**src/rtl/clken_rst_seq_pkg.sv**
```systemverilog
// ---------------------------------------------------------------------------
// clken_rst_pkg
//   Shared types and helpers for the staged reset / clock-enable generator.
//   - seq_state_t : sequencer FSM encoding (hold, staged release, run)
//   - CNT_W_DEF   : default width of divider and pulse counters
//   - NCH_MAX     : largest supported channel count
//   - stage_cycle : cycle number (counted from reset release) at which a
//                   given channel's reset lifts
// ---------------------------------------------------------------------------
package clken_rst_pkg;

    typedef enum logic [1:0] {
        S_HOLD,
        S_STAGE,
        S_RUN
    } seq_state_t;

    localparam int CNT_W_DEF = 16;
    localparam int NCH_MAX   = 16;

    function automatic int stage_cycle(input int idx, input int rst_hold, input int stage_gap);
        return rst_hold + idx * stage_gap;
    endfunction

endpackage

```
**src/rtl/clken_rst_seq_div_chan.sv**
```systemverilog
// ---------------------------------------------------------------------------
// clken_div_chan
//   One channel of the clock-enable generator. On the edge where the channel
//   leaves reset it latches its divide ratio, then emits a one-cycle enable
//   every D unpaused cycles. With PERIOD_CNT > 0 it stops after that many
//   pulses and raises a sticky done flag.
// Ports
//   clock        in  system clock, rising edge
//   rst_x        in  synchronous reset, active-high
//   chan_release in  single-cycle strobe on the channel's reset-release edge
//   pause        in  1 freezes the divider and pulse counter
//   div          in  divide ratio, sampled only on chan_release (0 means 1)
//   ce           out registered one-cycle clock-enable pulse
//   done         out sticky, set on the edge of the PERIOD_CNT-th pulse
// ---------------------------------------------------------------------------
module clken_div_chan #(
    parameter int CNT_W      = 16,
    parameter int PERIOD_CNT = 0
) (
    input  logic             clock,
    input  logic             rst_x,
    input  logic             chan_release,
    input  logic             pause,
    input  logic [CNT_W-1:0] div,
    output logic             ce,
    output logic             done
);

    localparam logic [CNT_W-1:0] PC_LIM = CNT_W'(PERIOD_CNT);

    function automatic logic [CNT_W-1:0] sat_inc(input logic [CNT_W-1:0] v);
        return (v == '1) ? v : v + CNT_W'(1);
    endfunction

    logic             run_q,       run_d;
    logic [CNT_W-1:0] div_q,       div_d;
    logic [CNT_W-1:0] div_cnt_q,   div_cnt_d;
    logic [CNT_W-1:0] pulse_cnt_q, pulse_cnt_d;
    logic             ce_q,        ce_d;
    logic             done_q,      done_d;

    always_comb begin
        run_d       = run_q;
        div_d       = div_q;
        div_cnt_d   = div_cnt_q;
        pulse_cnt_d = pulse_cnt_q;
        ce_d        = 1'b0;
        done_d      = done_q;
        if (chan_release) begin
            run_d     = 1'b1;
            div_d     = (div == '0) ? CNT_W'(1) : div;
            div_cnt_d = '0;
        end else if (run_q && !pause && !done_q) begin
            // A paused wrap is simply deferred: the count holds at D-1, so
            // the first unpaused edge produces the pulse.
            if (div_cnt_q == div_q - CNT_W'(1)) begin
                div_cnt_d = '0;
                ce_d      = 1'b1;
                if (PERIOD_CNT != 0) begin
                    pulse_cnt_d = sat_inc(pulse_cnt_q);
                    if (pulse_cnt_d == PC_LIM) begin
                        done_d = 1'b1;
                    end
                end
            end else begin
                div_cnt_d = div_cnt_q + CNT_W'(1);
            end
        end
    end

    always_ff @(posedge clock) begin
        if (rst_x) begin
            run_q       <= 1'b0;
            div_q       <= CNT_W'(1);
            div_cnt_q   <= '0;
            pulse_cnt_q <= '0;
            ce_q        <= 1'b0;
            done_q      <= 1'b0;
        end else begin
            run_q       <= run_d;
            div_q       <= div_d;
            div_cnt_q   <= div_cnt_d;
            pulse_cnt_q <= pulse_cnt_d;
            ce_q        <= ce_d;
            done_q      <= done_d;
        end
    end

    assign ce   = ce_q;
    assign done = done_q;

endmodule

```
**src/rtl/clken_rst_seq.sv**
```systemverilog
// ---------------------------------------------------------------------------
// clken_rst_seq
//   Staged reset sequencer with per-channel divided clock enables.
//   Channel 0 leaves reset RST_HOLD cycles after rst_x drops; channel i
//   follows STAGE_GAP cycles after channel i-1. Each released channel then
//   runs its own clken_div_chan.
// Ports
//   clock    in   system clock, rising edge
//   rst_x    in   synchronous reset, active-high, overrides everything
//   pause    in   freezes all dividers / pulse counters (sequencer runs on)
//   cfg_div  in   per-channel divide ratio, channel i = [i*CNT_W +: CNT_W]
//   ch_rst   out  per-channel reset, level ACTIVE while asserted
//   ch_ce    out  per-channel one-cycle clock-enable pulse
//   ch_done  out  channel has issued PERIOD_CNT pulses (sticky)
//   seq_busy out  1 until every channel has left reset
//   done     out  all channels done; constant 0 when PERIOD_CNT == 0
// ---------------------------------------------------------------------------
module clken_rst_seq
    import clken_rst_pkg::*;
#(
    parameter int NCH        = 4,
    parameter int CNT_W      = CNT_W_DEF,
    parameter int RST_HOLD   = 5,
    parameter int STAGE_GAP  = 2,
    parameter int PERIOD_CNT = 0,
    parameter int ACTIVE     = 1
) (
    input  logic                 clock,
    input  logic                 rst_x,
    input  logic                 pause,
    input  logic [NCH*CNT_W-1:0] cfg_div,
    output logic [NCH-1:0]       ch_rst,
    output logic [NCH-1:0]       ch_ce,
    output logic [NCH-1:0]       ch_done,
    output logic                 seq_busy,
    output logic                 done
);

    localparam int LAST_CYC = stage_cycle(NCH - 1, RST_HOLD, STAGE_GAP);
    localparam int SEQ_W    = $clog2(LAST_CYC + 1) + 1;

    if (NCH < 1 || NCH > NCH_MAX) begin : g_bad_nch
        $error("clken_rst_seq: NCH out of range");
    end
    if (RST_HOLD < 1) begin : g_bad_hold
        $error("clken_rst_seq: RST_HOLD must be at least 1");
    end
    if (PERIOD_CNT < 0 || longint'(PERIOD_CNT) > ((64'd1 << CNT_W) - 64'd1)) begin : g_bad_period
        $error("clken_rst_seq: PERIOD_CNT does not fit in CNT_W");
    end

    seq_state_t       state_q, state_d;
    logic [SEQ_W-1:0] cyc_q,   cyc_d;
    logic [NCH-1:0]   rel_q,   rel_d;
    logic             busy_q,  busy_d;
    logic [NCH-1:0]   rel_pulse;

    // cyc_d is the number of the edge being evaluated (1 = first edge after
    // reset), so a channel releases on the edge whose number matches its
    // stage cycle. Per-channel compares handle STAGE_GAP == 0 and NCH == 1,
    // where several releases (or the final one) land on the hold edge.
    always_comb begin
        state_d   = state_q;
        cyc_d     = cyc_q;
        rel_d     = rel_q;
        busy_d    = busy_q;
        rel_pulse = '0;
        if (state_q != S_RUN) begin
            cyc_d = cyc_q + SEQ_W'(1);
            for (int i = 0; i < NCH; i++) begin
                if (!rel_q[i] && cyc_d == SEQ_W'(stage_cycle(i, RST_HOLD, STAGE_GAP))) begin
                    rel_pulse[i] = 1'b1;
                end
            end
            rel_d = rel_q | rel_pulse;
            if (&rel_d) begin
                state_d = S_RUN;
                busy_d  = 1'b0;
            end else if (rel_d[0]) begin
                state_d = S_STAGE;
            end
        end
    end

    always_ff @(posedge clock) begin
        if (rst_x) begin
            state_q <= S_HOLD;
            cyc_q   <= '0;
            rel_q   <= '0;
            busy_q  <= 1'b1;
        end else begin
            state_q <= state_d;
            cyc_q   <= cyc_d;
            rel_q   <= rel_d;
            busy_q  <= busy_d;
        end
    end

    for (genvar g = 0; g < NCH; g++) begin : g_chan
        clken_div_chan #(
            .CNT_W      (CNT_W),
            .PERIOD_CNT (PERIOD_CNT)
        ) u_chan (
            .clock        (clock),
            .rst_x        (rst_x),
            .chan_release (rel_pulse[g]),
            .pause        (pause),
            .div          (cfg_div[g*CNT_W +: CNT_W]),
            .ce           (ch_ce[g]),
            .done         (ch_done[g])
        );
    end

    // rel_q is 1 once released; map to the requested asserted level.
    assign ch_rst   = (ACTIVE != 0) ? ~rel_q : rel_q;
    assign seq_busy = busy_q;
    assign done     = (PERIOD_CNT != 0) && (&ch_done);

endmodule

```
**config.mk**
```make
export PLATFORM = sky130hd
export DESIGN_NAME = clken_rst_seq
export DESIGN_NICKNAME = d
export VERILOG_FILES = /design/src/rtl/clken_rst_seq_pkg.sv /design/src/rtl/clken_rst_seq_div_chan.sv /design/src/rtl/clken_rst_seq.sv
export SDC_FILE = /design/constraint.sdc
export NUM_CORES = 1
export LEC_CHECK = 0
export ABC_CLOCK_PERIOD_IN_PS = 2700
export BUFFER_PORTS_ARGS = -buffer_cell sky130_fd_sc_hd__buf_4
export CAP_MARGIN = 10
export CORE_ASPECT_RATIO = 1.1
export CORE_MARGIN = 10
export CORE_UTILIZATION = 35
export CTS_CLUSTER_SIZE = 30
export DETAILED_ROUTE_END_ITERATION = 10
export SYNTH_ARGS = -nofsm -noshare
export SYNTH_HDL_FRONTEND = slang
export SYNTH_SLANG_ARGS = --single-unit
```
**constraint.sdc**
```tcl
create_clock -name clock -period 2.7 [get_ports clock]
set_input_delay 0.135 -clock clock [delete_from_list [all_inputs] [get_ports clock]]
set_output_delay 0.135 -clock clock [all_outputs]
set_load 0.01 [all_outputs]
```
## After elaboration in Yosys (flattened, before gate mapping)

Cells that the tools add are included.

| cells by class | value |
|---|---|
| equality and inequality tests | 9 |
| add/subtract/negate cells | 9 |
| bitwise operators | 6 |
| mux-type cells | 23 |
| reduce and logical (&&, ||, !) cells | 29 |

Operators with widths:

| kind | number |
|---|---|
| 2-to-1 mux 16 bit | 8 |
| adder 16 x 1 -> 16 bit, second input constant | 4 |
| equality test 16 bit | 4 |
| logical NOT 16 bit | 4 |
| subtractor 16 x 1 -> 16 bit, second input constant | 4 |
| 2-to-1 mux 1 bit | 12 |
| OR reduction 3 bit | 4 |
| equality test 5 x 3 -> 1 bit, second input constant | 2 |
| equality test 5 x 4 -> 1 bit, second input constant | 2 |
| logical AND 1 bit | 8 |
| OR reduction 2 bit | 4 |
| adder 5 x 1 -> 5 bit, second input constant | 1 |
| logical NOT 1 bit | 5 |
| AND reduction 5 bit | 1 |
| 2-to-1 mux 2 bit | 2 |
| 2-to-1 mux 4 bit | 1 |
| NOT 1 bit | 4 |
| NOT 4 bit | 1 |
| bitwise OR 4 bit | 1 |
| AND reduction 4 bit | 1 |
| != test 2 bit, second input constant | 1 |
| AND reduction 2 bit | 1 |
| nonzero test 2 bit | 1 |

| storage, ports and cells | value |
|---|---|
| register bits after elaboration | 148 |
| bits of input ports | 67 |
| word-level logic and storage cells | 96 |
| output and inout port bits | 14 |

## Longest topological paths before layout

| depth | value |
|---|---|
| depth in word-level cells | 9 |
| depth in mapped cells | 12 |
| mapped depth without buffers | 9 |

## Modules after synthesis

From an unflattened synthesis, not the netlist that was laid out.

| second synthesis, totals | value |
|---|---|
| cell total of the unflattened synthesis | 1074 |
| area, all modules | 8958.6 um^2 |

By module, submodules not included:

| module | area an instance (um^2) | instances | sequential area each (um^2) | cells an instance |
|---|---|---|---|---|
| clken_div_chan at g_chan[1].u_chan ... | 2115.8 | 2 | 680.7 | 247 |
| clken_div_chan at g_chan[0].u_chan ... | 2042.0 | 2 | 680.7 | 251 |
| clken_rst_seq | 643.1 | 1 | 240.2 | 78 |

## Worst setup path after synthesis

OpenSTA, ideal clock, no wires.

| timing | value |
|---|---|
| path type | register to register |
| start | register g_chan[2].u_chan.div_q[2] |
| end | register g_chan[2].u_chan.div_cnt_q[6] |
| required time | 2571 ps |
| setup slack | -104 ps |
| period minus slack after synthesis | 2804 ps |
| setup time | 129 ps |
| buffers on the path | 2 |
| stages on the path, launching flop included | 10 |
| data arrival time | 2675 ps |
| cells stage by stage | dfxtp_1 > clkbuf_1 > or3_1 > or4_1 > xnor2_1 > a2111oi_0 > nand4_1 > nor3_1 > buf_2 > nor3_1 |

| on the way | value |
|---|---|
| cells in the longest elaborated chain, start to end | 3 |

Ends and longest elaborated chain:

| what | RTL line | RTL |
|---|---|---|
| from (decl) | clken_rst_seq_div_chan.sv:36 | `logic [CNT_W-1:0] div_q, div_d;` |
| from (signal assigned) | clken_rst_seq_div_chan.sv:81 | `div_q <= div_d;` |
| subtractor 16 x 1 -> 16 bit | clken_rst_seq_div_chan.sv:56 | `if (div_cnt_q == div_q - CNT_W'(1)) begin` |
| equality test 16 bit | clken_rst_seq_div_chan.sv:56 |  |
| 2-to-1 mux 16 bit | clken_rst_seq_div_chan.sv:56 |  |
| to (signal assigned) | clken_rst_seq_div_chan.sv:82 | `div_cnt_q <= div_cnt_d;` |
| to (decl) | clken_rst_seq_div_chan.sv:37 | `logic [CNT_W-1:0] div_cnt_q, div_cnt_d;` |

No other way between the ends.
A chain may end at the register's enable or synchronous reset.

## Worst setup path after layout

| timing | value |
|---|---|
| start | register g_chan[1].u_chan.div_q[0] |
| end | register g_chan[1].u_chan.div_cnt_q[0] |

| on the way | value |
|---|---|
| cells in the longest elaborated chain, start to end | 3 |

Ends and longest elaborated chain:

| what | RTL line |
|---|---|
| from (decl) | clken_rst_seq_div_chan.sv:36 |
| from (signal assigned) | clken_rst_seq_div_chan.sv:81 |
| subtractor 16 x 1 -> 16 bit | clken_rst_seq_div_chan.sv:56 |
| equality test 16 bit | clken_rst_seq_div_chan.sv:56 |
| 2-to-1 mux 16 bit | clken_rst_seq_div_chan.sv:56 |
| to (signal assigned) | clken_rst_seq_div_chan.sv:82 |
| to (decl) | clken_rst_seq_div_chan.sv:37 |

No other way between the ends.

==> impl_metrics.tcl <==
set metrics [dict create \
    cp-startpoint "g_chan[1].u_chan.div_q[0]$_SDFFE_PP1P_" \
    clock.fmax_mhz 385.8 \
    nets 1227 \
    num_io_pins 81 \
    worstPathArrival_ns 2.92 \
    regToRegEndpoint "g_chan[1].u_chan.div_cnt_q[0]$_SDFFE_PP0P_" \
    crit_path_end "g_chan[1].u_chan.div_cnt_q[0]$_SDFFE_PP0P_" \
    syn_area_um2 8258 \
    via_per_inst 5.206 \
    power.density_nw_per_um2 511.5 \
    fin_skew_ns 0.01781 \
    fin_crit_ns 2.592 \
    syn_inst 972 \
    numPortBuffers 75 \
    htree_levels 4 \
    cpMaxStageDelayCell "or4_4" \
    rows 58 \
    drc 0 \
    grt_usage_pct 14.80 \
    drtPass1Iterations 5 \
    insertedDiodeCount 0 \
    worstPathRequired_ns 3.03 \
    grt_antenna_before_repair 0 \
    cts.path.max_buffers 2 \
    synth_top_family_by_area "simple AND/OR/NAND/NOR gates" \
    synthFlopType "dfxtp_1" \
    hold_class "in2reg" \
    multi_input_area_um2 4980 \
    post-route-period-util_pct 96.01 \
    synthAdderAreaFrac_pct 1.667 \
    critPathMaxFanout 4 \
    dp_cells 1364 \
    wl_met1_um 11090 \
    relSlewSlack_pct 52.83 \
    grt_pass1_vias 7445 \
    place_congestion 0.8517 \
    routed_wl_um 22780 \
    cts_tree "built" \
    final_util_pct 47.06 \
    seq_area_frac_synth_pct 35.88 \
    routed-wl-met2_um 10450 \
    cts_buffers 17 \
    ant_nets 0 \
    crit_path_end_kind "register" \
    status "completed" \
    core_region_area_um2 23080 \
    crit_cells 9 \
    crit_top_cell "buf_4" \
    synth_edf_count 0 \
    ys_seq_elements 148 \
    timing.setup.tns_ns 0 \
    async_flop_share_pct 0 \
    power_w 0.005555 \
    initial_utilization_pct 35.78 \
    avgSynthCellArea_um2 8.496 \
    routed-via-count 7611 \
    p_leak_nw 4.235 \
    synth_compound_area_share_pct 14.80 \
    die_y_um 181.1 \
    r2r_start "g_chan[1].u_chan.div_q[0]$_SDFFE_PP1P_" \
    place_area_um2 9407 \
    crit_chain "or4_4, buf_4, nor4_2, nand2_1, a311o_2, nor4_4, buf_4, nor4_1, a31o_2" \
    drt_iter0_markers 452 \
    cp-start-kind "register" \
    reg2regPathDepth 9 \
    ir_drop_mv 0.3266 \
    root_buffer "clkbuf_16" \
    critPathTopFamily "simple AND/OR/NAND/NOR gates" \
    worstSetupPathType "reg2reg" \
    regArea_um2 2964 \
    grt_first_pass_wirelength_um 37960 \
    slew_viol_final 0 \
    synthToLayoutAreaGrowth_pct 31.51 \
    nFillCells 2260 \
    drive_gt1_share_pct 19.28 \
    chipWidth_um 166.5 \
    synth_simple_gate_area_share_pct 26.47 \
    cts.sinks 148 \
    drv_cap 0 \
    grt_max_degree 42 \
    tightest_slew_ns 0.7069 \
    synthDistinctLibCells 78 \
    yosysWarnings 0 \
    synth-xor-area-share_pct 14.42 \
    finalSetupViolations 0 \
    clock_latency_ns 0.44 \
    finalNonFillerCells 1462 \
    dr_wl_met3_um 922 \
    routed.top_layer "met4" \
    postLayoutCellArea_um2 10860 \
    grt.overflow.total 0 \
    synthMuxAreaShare_pct 1.470 \
    critPathMaxStageDelay_ns 0.54 \
    critPathBufInv 2 \
    reg2reg_slack_ns 0.11 \
    avgRoutedWirePerCell_um 15.58 \
    clkTransAtPathRegs_ns 0.06 \
    final-hold-violation-count 0 \
    hpwl_um 16450 \
    dieArea_um2 30150 \
]
[metal layers]
layer | track usage (%) | vias up
met5 | 0 | -
met4 | 4.077 | 0
met3 | 3.364 | 27
met2 | 23.89 | 152
met1 | 19.34 | 3572
li1 | - | 3860
[layout by cell type, fill, tap and decap left out, types with 4 or more instances in the layout]
cell type,instances
a21oi_1,21
a22o_1,39
a31oi_1,4
a41o_1,4
and3_1,11
and4_1,7
buf_4,141
buf_6,4
bufinv_16,7
clkbuf_16,17
conb_1,5
dfxtp_1,147
dlygate4sd3_1,63
ha_1,11
inv_1,32
mux2i_1,11
nand2_1,61
nand2b_1,10
nand3_1,35
nand4_1,27
nor2_1,96
nor2b_1,12
nor3_1,49
nor3_2,9
nor4_1,34
o2111ai_1,4
o211ai_1,9
o21ai_0,35
o22ai_1,4
o31a_1,4
o41ai_1,4
or2_2,7
or3_1,15
or4_1,9
xnor2_1,75
xor2_1,61
[how the worst min path moves through the flow]
| stage | depth (start not counted) | start | end |
|---|---|---|---|
| after global routing | 3 | cfg_div[0] | g_chan[0].u_chan.div_q[0]$_SDFFE_PP1P_ |
| after detailed placement | 3 | cfg_div[46] | g_chan[2].u_chan.div_q[14]$_SDFFE_PP0P_ |
| after floorplan | 2 | cfg_div[1] | g_chan[0].u_chan.div_q[1]$_SDFFE_PP0P_ |
| after CTS | 3 | cfg_div[0] | g_chan[0].u_chan.div_q[0]$_SDFFE_PP1P_ |
| after global placement | 2 | cfg_div[10] | g_chan[0].u_chan.div_q[10]$_SDFFE_PP0P_ |
| final | 3 | cfg_div[0] | g_chan[0].u_chan.div_q[0]$_SDFFE_PP1P_ |
[through the flow]
step	setup WS [ns]	hold WS, ns
after floorplan	0.005231	0.2436
after global placement	0.04317	0.3574
after detailed placement	0.003654	0.3580
after CTS	0.01034	0.008776
after global routing	-0.01330	0.03236
final	0.1077	0.02310
[report_power, final]
part | internal [W] | leakage, nW | switching, W
sequential | 0.00221 | 1.19 | 0.0000284
combinational | 0.000279 | 2.71 | 0.000262
clock | 0.00182 | 0.330 | 0.000953
total | 0.00431 | 4.23 | 0.00124
[synth_stat cells, types with 11 or more instances]
| cell type | number | share of area [%] |
|---|---|---|
| a21oi_1 | 21 | 1.3 |
| a22o_1 | 39 | 4.1 |
| and3_1 | 11 | 0.83 |
| clkbuf_1 | 27 | 1.2 |
| dfxtp_1 | 148 | 36 |
| ha_1 | 11 | 1.7 |
| inv_1 | 32 | 1.5 |
| mux2i_1 | 11 | 1.3 |
| nand2_1 | 61 | 2.8 |
| nand2b_1 | 11 | 0.83 |
| nand3_1 | 35 | 2.1 |
| nand4_1 | 27 | 2.0 |
| nor2_1 | 99 | 4.5 |
| nor2b_1 | 13 | 0.98 |
| nor3_1 | 51 | 3.1 |
| nor4_1 | 36 | 2.7 |
| o21ai_0 | 35 | 2.1 |
| or3_1 | 15 | 1.1 |
| xnor2_1 | 75 | 8.0 |
| xor2_1 | 61 | 6.5 |
[final cells by class]
class	count	share of cell area (%)
flip-flops and latches	148	27.29
clock inverters	14	2.373
well taps	300	3.456
repair buffers	208	15.97
multi-input cells	742	45.85
clock buffers	18	3.952
inverters	32	1.106
[registers in the layout (all words and copies together), names as in the netlist]
register / count
g_chan.u_chan.div_q: 64
seq_busy: 1
g_chan.u_chan.ce: 4
state_q: 2
g_chan.u_chan.run_q: 4
cyc_q: 5
g_chan.u_chan.div_cnt_q: 64
rel_q: 4
[worst register-to-register path, stage by stage, from the launching register on]
cell	delay (ns)
dfxtp_1	0.33
or4_4	0.54
buf_4	0.17
nor4_2	0.25
nand2_1	0.09
a311o_2	0.39
nor4_4	0.30
buf_4	0.17
nor4_1	0.04
a31o_2	0.21
[cells by family after synthesis]
| kind of cell | count (synthesis) |
|---|---|
| compound gates | 166 |
| xor+xnor | 136 |
| fa+ha+maj | 11 |
| buf+inv | 86 |
| flops | 148 |
| mux | 12 |
| other cells | 1 |
| simple gates | 412 |
[timing repair]
action,CTS,global route
endpoints found under the setup margin,0,88
hold buffers,63,0
setup buffers,0,3
endpoints found under the hold margin,63,0
resized for setup,0,25
Power figures use the tool's default switching activity.
